$ cat src/rtl/mips_divider.sv
// Multi-cycle restoring radix-2 integer divider for DIV/DIVU.
// Quotient goes to LO and remainder goes to HI. Each enabled clock
// produces one quotient bit, and the results are held until the next
// accepted start.
module mips_divider #(
  parameter int unsigned WIDTH = 32
) (
  input  logic             clk,
  input  logic             reset,
  input  logic             clk_enable,
  input  logic             start,
  input  logic             is_signed,
  input  logic [WIDTH-1:0] dividend,
  input  logic [WIDTH-1:0] divisor,
  output logic             busy,
  output logic             done,
  output logic [WIDTH-1:0] quotient,
  output logic [WIDTH-1:0] remainder,
  output logic             div_by_zero
);

  localparam int unsigned CntW = $clog2(WIDTH + 1);

  typedef enum logic [1:0] {StIdle, StRun, StDone} state_e;

  state_e             state_q, state_d;
  logic               signed_q, signed_d;
  logic [WIDTH-1:0]   dvd_raw_q, dvd_raw_d;
  logic [WIDTH-1:0]   dvs_raw_q, dvs_raw_d;
  logic [WIDTH-1:0]   dvs_abs_q, dvs_abs_d;
  // Working dividend; quotient bits shift in from the bottom as it empties.
  logic [WIDTH-1:0]   work_q, work_d;
  // One extra bit so that the shifted partial remainder never overflows.
  logic [WIDTH:0]     prem_q, prem_d;
  logic [CntW-1:0]    count_q, count_d;
  logic               busy_q, busy_d;
  logic               done_q, done_d;
  logic [WIDTH-1:0]   quotient_q, quotient_d;
  logic [WIDTH-1:0]   remainder_q, remainder_d;
  logic               dbz_q, dbz_d;

  logic [WIDTH:0]     shifted;
  logic [WIDTH+1:0]   trial;
  logic               trial_ok;
  logic [WIDTH:0]     prem_next;
  logic [WIDTH-1:0]   work_next;
  logic               dvd_neg;
  logic               dvs_neg;

  // One restoring step: the trial subtraction, followed by the sign fix-up of the final results.
  always_comb begin
    shifted   = {prem_q[WIDTH-1:0], work_q[WIDTH-1]};
    trial     = {1'b0, shifted} - {2'b00, dvs_abs_q};
    trial_ok  = ~trial[WIDTH+1];
    prem_next = trial_ok ? trial[WIDTH:0] : shifted;
    work_next = {work_q[WIDTH-2:0], trial_ok};
    dvd_neg   = signed_q & dvd_raw_q[WIDTH-1];
    dvs_neg   = signed_q & dvs_raw_q[WIDTH-1];
  end

  // Next-state logic for the FSM and the datapath registers.
  always_comb begin
    state_d     = state_q;
    signed_d    = signed_q;
    dvd_raw_d   = dvd_raw_q;
    dvs_raw_d   = dvs_raw_q;
    dvs_abs_d   = dvs_abs_q;
    work_d      = work_q;
    prem_d      = prem_q;
    count_d     = count_q;
    busy_d      = busy_q;
    done_d      = done_q;
    quotient_d  = quotient_q;
    remainder_d = remainder_q;
    dbz_d       = dbz_q;

    unique case (state_q)
      StIdle: begin
        if (start) begin
          state_d   = StRun;
          signed_d  = is_signed;
          dvd_raw_d = dividend;
          dvs_raw_d = divisor;
          // Negating -2^(WIDTH-1) yields the same bit pattern, which is 2^(WIDTH-1) read as unsigned.
          work_d    = (is_signed & dividend[WIDTH-1]) ? -dividend : dividend;
          dvs_abs_d = (is_signed & divisor[WIDTH-1]) ? -divisor : divisor;
          prem_d    = '0;
          count_d   = '0;
          busy_d    = 1'b1;
          done_d    = 1'b0;
        end
      end
      StRun: begin
        prem_d  = prem_next;
        work_d  = work_next;
        count_d = count_q + CntW'(1);
        if (count_q == CntW'(WIDTH - 1)) begin
          state_d = StDone;
          busy_d  = 1'b0;
          done_d  = 1'b1;
          if (dvs_raw_q == '0) begin
            quotient_d  = '1;
            remainder_d = dvd_raw_q;
            dbz_d       = 1'b1;
          end else begin
            quotient_d  = (dvd_neg ^ dvs_neg) ? -work_next : work_next;
            remainder_d = dvd_neg ? -prem_next[WIDTH-1:0] : prem_next[WIDTH-1:0];
            dbz_d       = 1'b0;
          end
        end
      end
      StDone: begin
        state_d = StIdle;
        done_d  = 1'b0;
      end
      default: begin
        state_d = StIdle;
      end
    endcase
  end

  // State update. Reset takes priority; otherwise the registers advance only on enabled edges.
  always_ff @(posedge clk) begin
    if (reset) begin
      state_q     <= StIdle;
      signed_q    <= 1'b0;
      dvd_raw_q   <= '0;
      dvs_raw_q   <= '0;
      dvs_abs_q   <= '0;
      work_q      <= '0;
      prem_q      <= '0;
      count_q     <= '0;
      busy_q      <= 1'b0;
      done_q      <= 1'b0;
      quotient_q  <= '0;
      remainder_q <= '0;
      dbz_q       <= 1'b0;
    end else if (clk_enable) begin
      state_q     <= state_d;
      signed_q    <= signed_d;
      dvd_raw_q   <= dvd_raw_d;
      dvs_raw_q   <= dvs_raw_d;
      dvs_abs_q   <= dvs_abs_d;
      work_q      <= work_d;
      prem_q      <= prem_d;
      count_q     <= count_d;
      busy_q      <= busy_d;
      done_q      <= done_d;
      quotient_q  <= quotient_d;
      remainder_q <= remainder_d;
      dbz_q       <= dbz_d;
    end
  end

  assign busy        = busy_q;
  assign done        = done_q;
  assign quotient    = quotient_q;
  assign remainder   = remainder_q;
  assign div_by_zero = dbz_q;

endmodule

$ cat config.mk
export PLATFORM = sky130hd
export DESIGN_NAME = mips_divider
export DESIGN_NICKNAME = d
export VERILOG_FILES = /design/src/rtl/mips_divider.sv
export SDC_FILE = /design/constraint.sdc
export NUM_CORES = 1
export LEC_CHECK = 0
export ABC_AREA = 1
export CORE_MARGIN = 5
export CORE_UTILIZATION = 50
export CTS_CLUSTER_SIZE = 40
export DETAILED_ROUTE_END_ITERATION = 10
export PLACE_DENSITY = 0.74
export SLEW_MARGIN = 20
export SYNTH_ARGS = -nofsm -noshare
export SYNTH_HDL_FRONTEND = slang
export SYNTH_SLANG_ARGS = --single-unit
$ cat constraint.sdc
create_clock -name clk -period 5 [get_ports clk]
set_input_delay 0.75 -clock clk [delete_from_list [all_inputs] [get_ports clk]]
set_output_delay 0.75 -clock clk [all_outputs]
set_load 0.02 [all_outputs]
==> qor.csv, run 1 <==
metric,value,unit
post-synthesis simple-gate area fraction,0.342,
Iteration-0 DRC Markers,1830,
Peak VDD IR,0.000304,V
Synth Register Bits,235,
Post-CTS Setup Bufs,0,
number of synthesized flops with an enable pin,0,
wire length per cell,18.4,um
final setup margin,615,ps
Core Box Area,29600,sq um
Worst slew margin,0.242,
CP endpoint kind,flip-flop,
vias post-DR,16300,
post-route ant nets,0,
final hold violations,0,
Hold WC Path Type,reg2reg,
die area,33700,sq um
ys async rst share,0,
Mapped Avg Cell Area,6.25,sq um
syn_nets,2514,
CP max stage cell,nor4_1,
vias in the first global route,15400,
layout cells sized above 1,0.0581,
H-tree depth,1,
post-synthesis mux area share,0,
Pre-antenna DRT Iters,6,
final clock skew,35.6,ps
# clock sinks,235,
Final Cycle Share,0.877,
number of cells on the worst hold path,2,
CTS Hold Bufs,0,
largest family of logic cells by synthesized area,simple AND/OR/NAND/NOR gates,
Ports,136,
final setup vio count,0,
fin. max-slew vios,0,
first-pass GRT wire length,84000,um
post-synthesis compound-gate area fraction,0.170,
Via density,5.63,
CTS max path bufs,3,
buffers added on ports,135,
unrepaired setup endpoints after global routing,no,
min cycle time layout,4380,ps
DRC Markers,0,
highest clock rate,0.228,GHz
largest net degree at the start of global routing,146,
"Arr. time, crit path",4880,ps
xor/xnor share of the synthesized area,0.0262,
status,finished clean,
Yosys top cell area share,0.313,
Die Height,183,um
CP Max Fanout,37,
fill count,2898,
"Reg clk slew, reported paths",60,ps
Num CTS Buffers,27,
setup tns final,0,ps
synth top area cells,"dfxtp_1, nand2_1, inv_1",
"commonest non-fill, non-tap cell in the layout",nand2_1,
Final GP Congestion,0.993,
final WL,53500,um
post_cts resized,0,
Root Buffer,clkbuf_16,
CTS tree,yes,
WP data required,5500,ps
Skew-Pair Late Insertion Delay,580,ps
Setup CP Type,reg2reg,
Power Density,371,nW/um^2
Leak Pwr,8.07,nW
# rows,63,
Final Net Count,2598,
Yosys Warn Count,0,
GRT Util Overall,0.309,
Detailed Place HPWL,40300,um
Initial Util,0.508,
area grow syn2layout,17.0,%
Worst Max-Slew Pin Slew,1140,ps
Synth cell types,55,
Worst Setup Start Kind,flip-flop,
Antenna Cells,0,
Mapped Cells,2407,
Die Wd,183,um
register area share after synthesis,0.313,
ys flop type,dfxtp_1,
adder-cell share of the synthesized area,0.0321,
GRT overflow,0,
max_cap viols,0,
Place WS,720,ps
leading area contributor after synthesis,dfxtp_1,
"Cell Area, Synth",15000,sq um
"commonest non-fill, non-tap cells in the layout","nand2_1, inv_1, dfxtp_1",
"slowest stage delay, CP",360,ps
initial antenna violation count,0,
cell seen most often among critical-path stages,nand2_1,
R2R depth,25,
-- cell families after synthesis --
family / Yosys count
flip-flops: 235
buffers and inverters: 455
AND/OR/NAND/NOR: 1200
adder cells (fa/ha/maj): 38
AO/OA/AOI/OAI: 434
XOR/XNOR: 45
-- layer usage --
layer / vias to the layer above / GRT usage / share of wire
met1: 7515 / 0.443 / 0.46
met4: 0 / 0.0900 / 0.029
met5: - / 0 / 0
met3: 92 / 0.0509 / 0.085
li1: 8021 / - / -
met2: 704 / 0.479 / 0.43
-- cell type report --
cell class              count  area, sq um  share of cell area
flip-flops and latches    235         4700               0.267
clock buffers              41          848              0.0482
repair buffers            157         1530              0.0867
multi-input cells        1717         8600               0.489
well taps                 390          488              0.0277
inverters                 353         1330              0.0753
clock inverters             8          110             0.00625
-- where the power goes --
group | internal, mW | switching (mW)
clock | 1.27 | 0.851
sequential | 1.96 | 0.0666
combinational | 0.720 | 1.66
total | 3.96 | 2.58
-- worst max-delay path, delay by kind of cell, from the launching register on --
family | cells | cell delay (ps)
adders and majority gates | 2 | 520
and+or+nand+nor | 18 | 3050
DFF | 1 | 310
buffers and inverters | 3 | 240
AOI/OAI and AO/OA | 2 | 220
-- flip-flops by register name, indices dropped and copies added, names as in the netlist --
register	count
dvd_raw_q	32
dvs_raw_q	32
prem_q	32
quotient	32
remainder	32
work_q	32
dvs_abs_q	31
count_q	6
state_q	2
busy	1
div_by_zero	1
done	1
signed_q	1
-- worst paths after layout --
path	startpoint	endpoint	slack, ps
worst max-delay path	dvs_abs_q[6]	quotient[28]	620
worst min-delay path	dvd_raw_q[29]	dvd_raw_q[29]	450
worst max register to register	dvs_abs_q[6]	quotient[28]	620
worst min register to register	dvd_raw_q[29]	dvd_raw_q[29]	450
-- through the flow --
stage | power, mW | hold WS, ps | cells | utilization | instance area [sq um]
4_1_cts | 6.49 | 450 | 2901 | 0.594 | 17600
2_1_floorplan | 3.74 | 420 | 2407 | - | 15000
3_5_place_dp | 4.38 | 433 | 2852 | 0.562 | 16600
5_1_grt | 6.90 | 471 | 2901 | 0.594 | 17600
6_report | 6.54 | 452 | 2901 | 0.594 | 17600
3_3_place_gp | 4.37 | 429 | 2852 | 0.562 | 16600
-- Yosys cell counts, types with 20 or more instances --
cell      instances
dfxtp_1         235
nor4_1           20
nand3_1         176
inv_1           340
a31oi_1          50
a21oi_1         130
clkbuf_1         72
nor2_1          222
nand4_1          30
xor2_1           32
o221ai_1         23
o21ai_0         136
ha_1             37
nand2_1         657
a211oi_1         24
nor3_1           27
Note: power is estimated with default switching activity, not from simulation.
==> run 2, diff against run 1 <==
--- a/config.mk
+++ b/config.mk
@@ -15,3 +15,4 @@
 export SYNTH_ARGS = -nofsm -noshare
 export SYNTH_HDL_FRONTEND = slang
 export SYNTH_SLANG_ARGS = --single-unit
+export TNS_END_PERCENT = 100
==> results of run 2 <==
Final layout, timing and power as in run 1 (identical DEF).
==> run 3, diff against run 2 <==
--- a/config.mk
+++ b/config.mk
@@ -6,7 +6,7 @@
 export NUM_CORES = 1
 export LEC_CHECK = 0
 export ABC_AREA = 1
-export CORE_MARGIN = 5
+export CORE_MARGIN = 3
 export CORE_UTILIZATION = 50
 export CTS_CLUSTER_SIZE = 40
 export DETAILED_ROUTE_END_ITERATION = 10
==> run 3 against run 2 <==
Effect of this change:
- worst setup slack improved by 150 ps
- combinational power about the same
- critical path depth rose by 2
- routed wire length decreased by 1.2%
- utilization up 0.86 points
- register-to-register slack better by 150 ps
- hold slack gained 2.2 ps
- first-iteration DRC count shrank 11%
- global-route usage increased by 0.45 points
- cell area fell by 0.17%
- clock power about the same
- critical path type unchanged
==> qor.csv, run 3 (synthesis results as in run 1) <==
metric,value,unit,change
Num CTS Buffers,27,,unchanged
unrepaired setup endpoints after global routing,no,,
Final GP Congestion,1.02,,+3.0%
final WL,52900,um,-1.2%
Crit path buffers/inverters,5,,+2
vias post-DR,16300,,-0.29%
"Arr. time, crit path",4730,ps,-150 ps
min cycle time layout,4240,ps,-146 ps
status,finished clean,,
fin. max-slew vios,0,,unchanged
Final Cycle Share,0.848,,-0.0293
wire length per cell,18.3,um,-0.85%
Ports,136,,unchanged
Pre-antenna DRT Iters,6,,unchanged
Peak VDD IR,0.000269,V,-12%
Core Box Area,29200,sq um,-1.6%
GRT Util Overall,0.313,,+0.00455
first-pass GRT wire length,82600,um,-1.6%
Root Buffer,clkbuf_16,,
Power Density,370,nW/um^2,-0.45%
initial antenna violation count,1,,+1
Via density,5.63,,about the same
"Reg clk slew, reported paths",60,ps,about the same
Hold WC Path Type,reg2reg,,
Die Wd,179,um,-2.2%
max_cap viols,0,,unchanged
post-route ant nets,0,,unchanged
final setup vio count,0,,unchanged
Util after Layout,0.603,,+0.00855
area grow syn2layout,16.8,%,
Antenna Cells,0,,unchanged
Final Net Count,2598,,unchanged
Die Height,179,um,-2.2%
H-tree depth,1,,unchanged
Detailed Place HPWL,40500,um,+0.40%
CTS Hold Bufs,0,,unchanged
highest clock rate,0.236,GHz,+3.5%
WP data required,5490,ps,about the same
setup tns final,0,ps,unchanged
"commonest non-fill, non-tap cells in the layout","nand2_1, inv_1, dfxtp_1",,
CP endpoint kind,flip-flop,,
buffers added on ports,135,,unchanged
post_cts resized,0,,unchanged
r2r setup slk,760,ps,+150 ps
Initial Util,0.516,,+0.00819
die area,32200,sq um,-4.3%
# clock sinks,235,,unchanged
"slowest stage delay, CP",350,ps,about the same
Leak Pwr,8.06,nW,-0.21%
CP Max Fanout,36,,-2.7%
Skew-Pair Late Insertion Delay,540,ps,-40 ps
layout cells sized above 1,0.0570,,-0.00113
Post-CTS Setup Bufs,0,,unchanged
final hold violations,0,,unchanged
# rows,62,,-1.6%
Worst Setup Start Kind,flip-flop,,
CTS max path bufs,3,,unchanged
Setup CP Type,reg2reg,,
CTS tree,yes,,
"commonest non-fill, non-tap cell in the layout",nand2_1,,
final clock skew,17.5,ps,-18.1 ps
GRT overflow,0,,unchanged
Worst slew margin,0.288,,+0.0461
CP max stage cell,ha_1,,
Worst Max-Slew Pin Slew,1070,ps,-69.1 ps
DRC Markers,0,,unchanged
"delay-heaviest family, CP",simple AND/OR/NAND/NOR gates,,
largest net degree at the start of global routing,134,,-8.2%
vias in the first global route,15100,,-2.3%
Iteration-0 DRC Markers,1634,,-11%
-- run 3: worst paths after layout --
kind	from	cells past startpoint	end
worst max-delay path	dvs_abs_q[11]	27	quotient[30]
worst min-delay path	dvd_raw_q[9]	2	dvd_raw_q[9]
worst max register to register	dvs_abs_q[11]	27	quotient[30]
worst min register to register	dvd_raw_q[9]	2	dvd_raw_q[9]
-- run 3: per-stage QoR --
step           hold WS, ps  power [mW]  area (sq um)  cells  worst slack, ps
2_1_floorplan          420        3.74         15000   2407             1260
3_3_place_gp           432        4.33         16600   2846              971
3_5_place_dp           440        4.35         16600   2846              853
4_1_cts                454        6.47         17600   2892              815
5_1_grt                478        6.87         17600   2892              111
6_report               454        6.50         17600   2892              762
-- run 3: tightest hold or removal path, cell delays in order (launching register included) --
cell and delay, ps:
dfxtp_1 310, nand2_1 60, nand2_1 40
-- run 3: final cells by class --
class	count	area, sq um
Clock inverter	10	161
Tap cell	384	480
Inverter	353	1330
Fill cell	2882	11600
Multi-Input combinational cell	1717	8600
Clock buffer	36	779
Timing Repair Buffer	157	1530
Sequential cell	235	4700
-- run 3: metal layers --
layer	track usage	vias up	wire length (um)
met5	0	-	12
met4	0.0832	2	1400
met3	0.0722	93	5220
met2	0.470	719	22200
met1	0.453	7477	24000
li1	-	7994	-
-- run 3: report_power, final --
| part | switching, mW | internal (mW) |
|---|---|---|
| Combinational | 1.63 | 0.722 |
| Clock | 0.817 | 1.29 |
| Sequential | 0.0673 | 1.96 |
| Total | 2.52 | 3.98 |
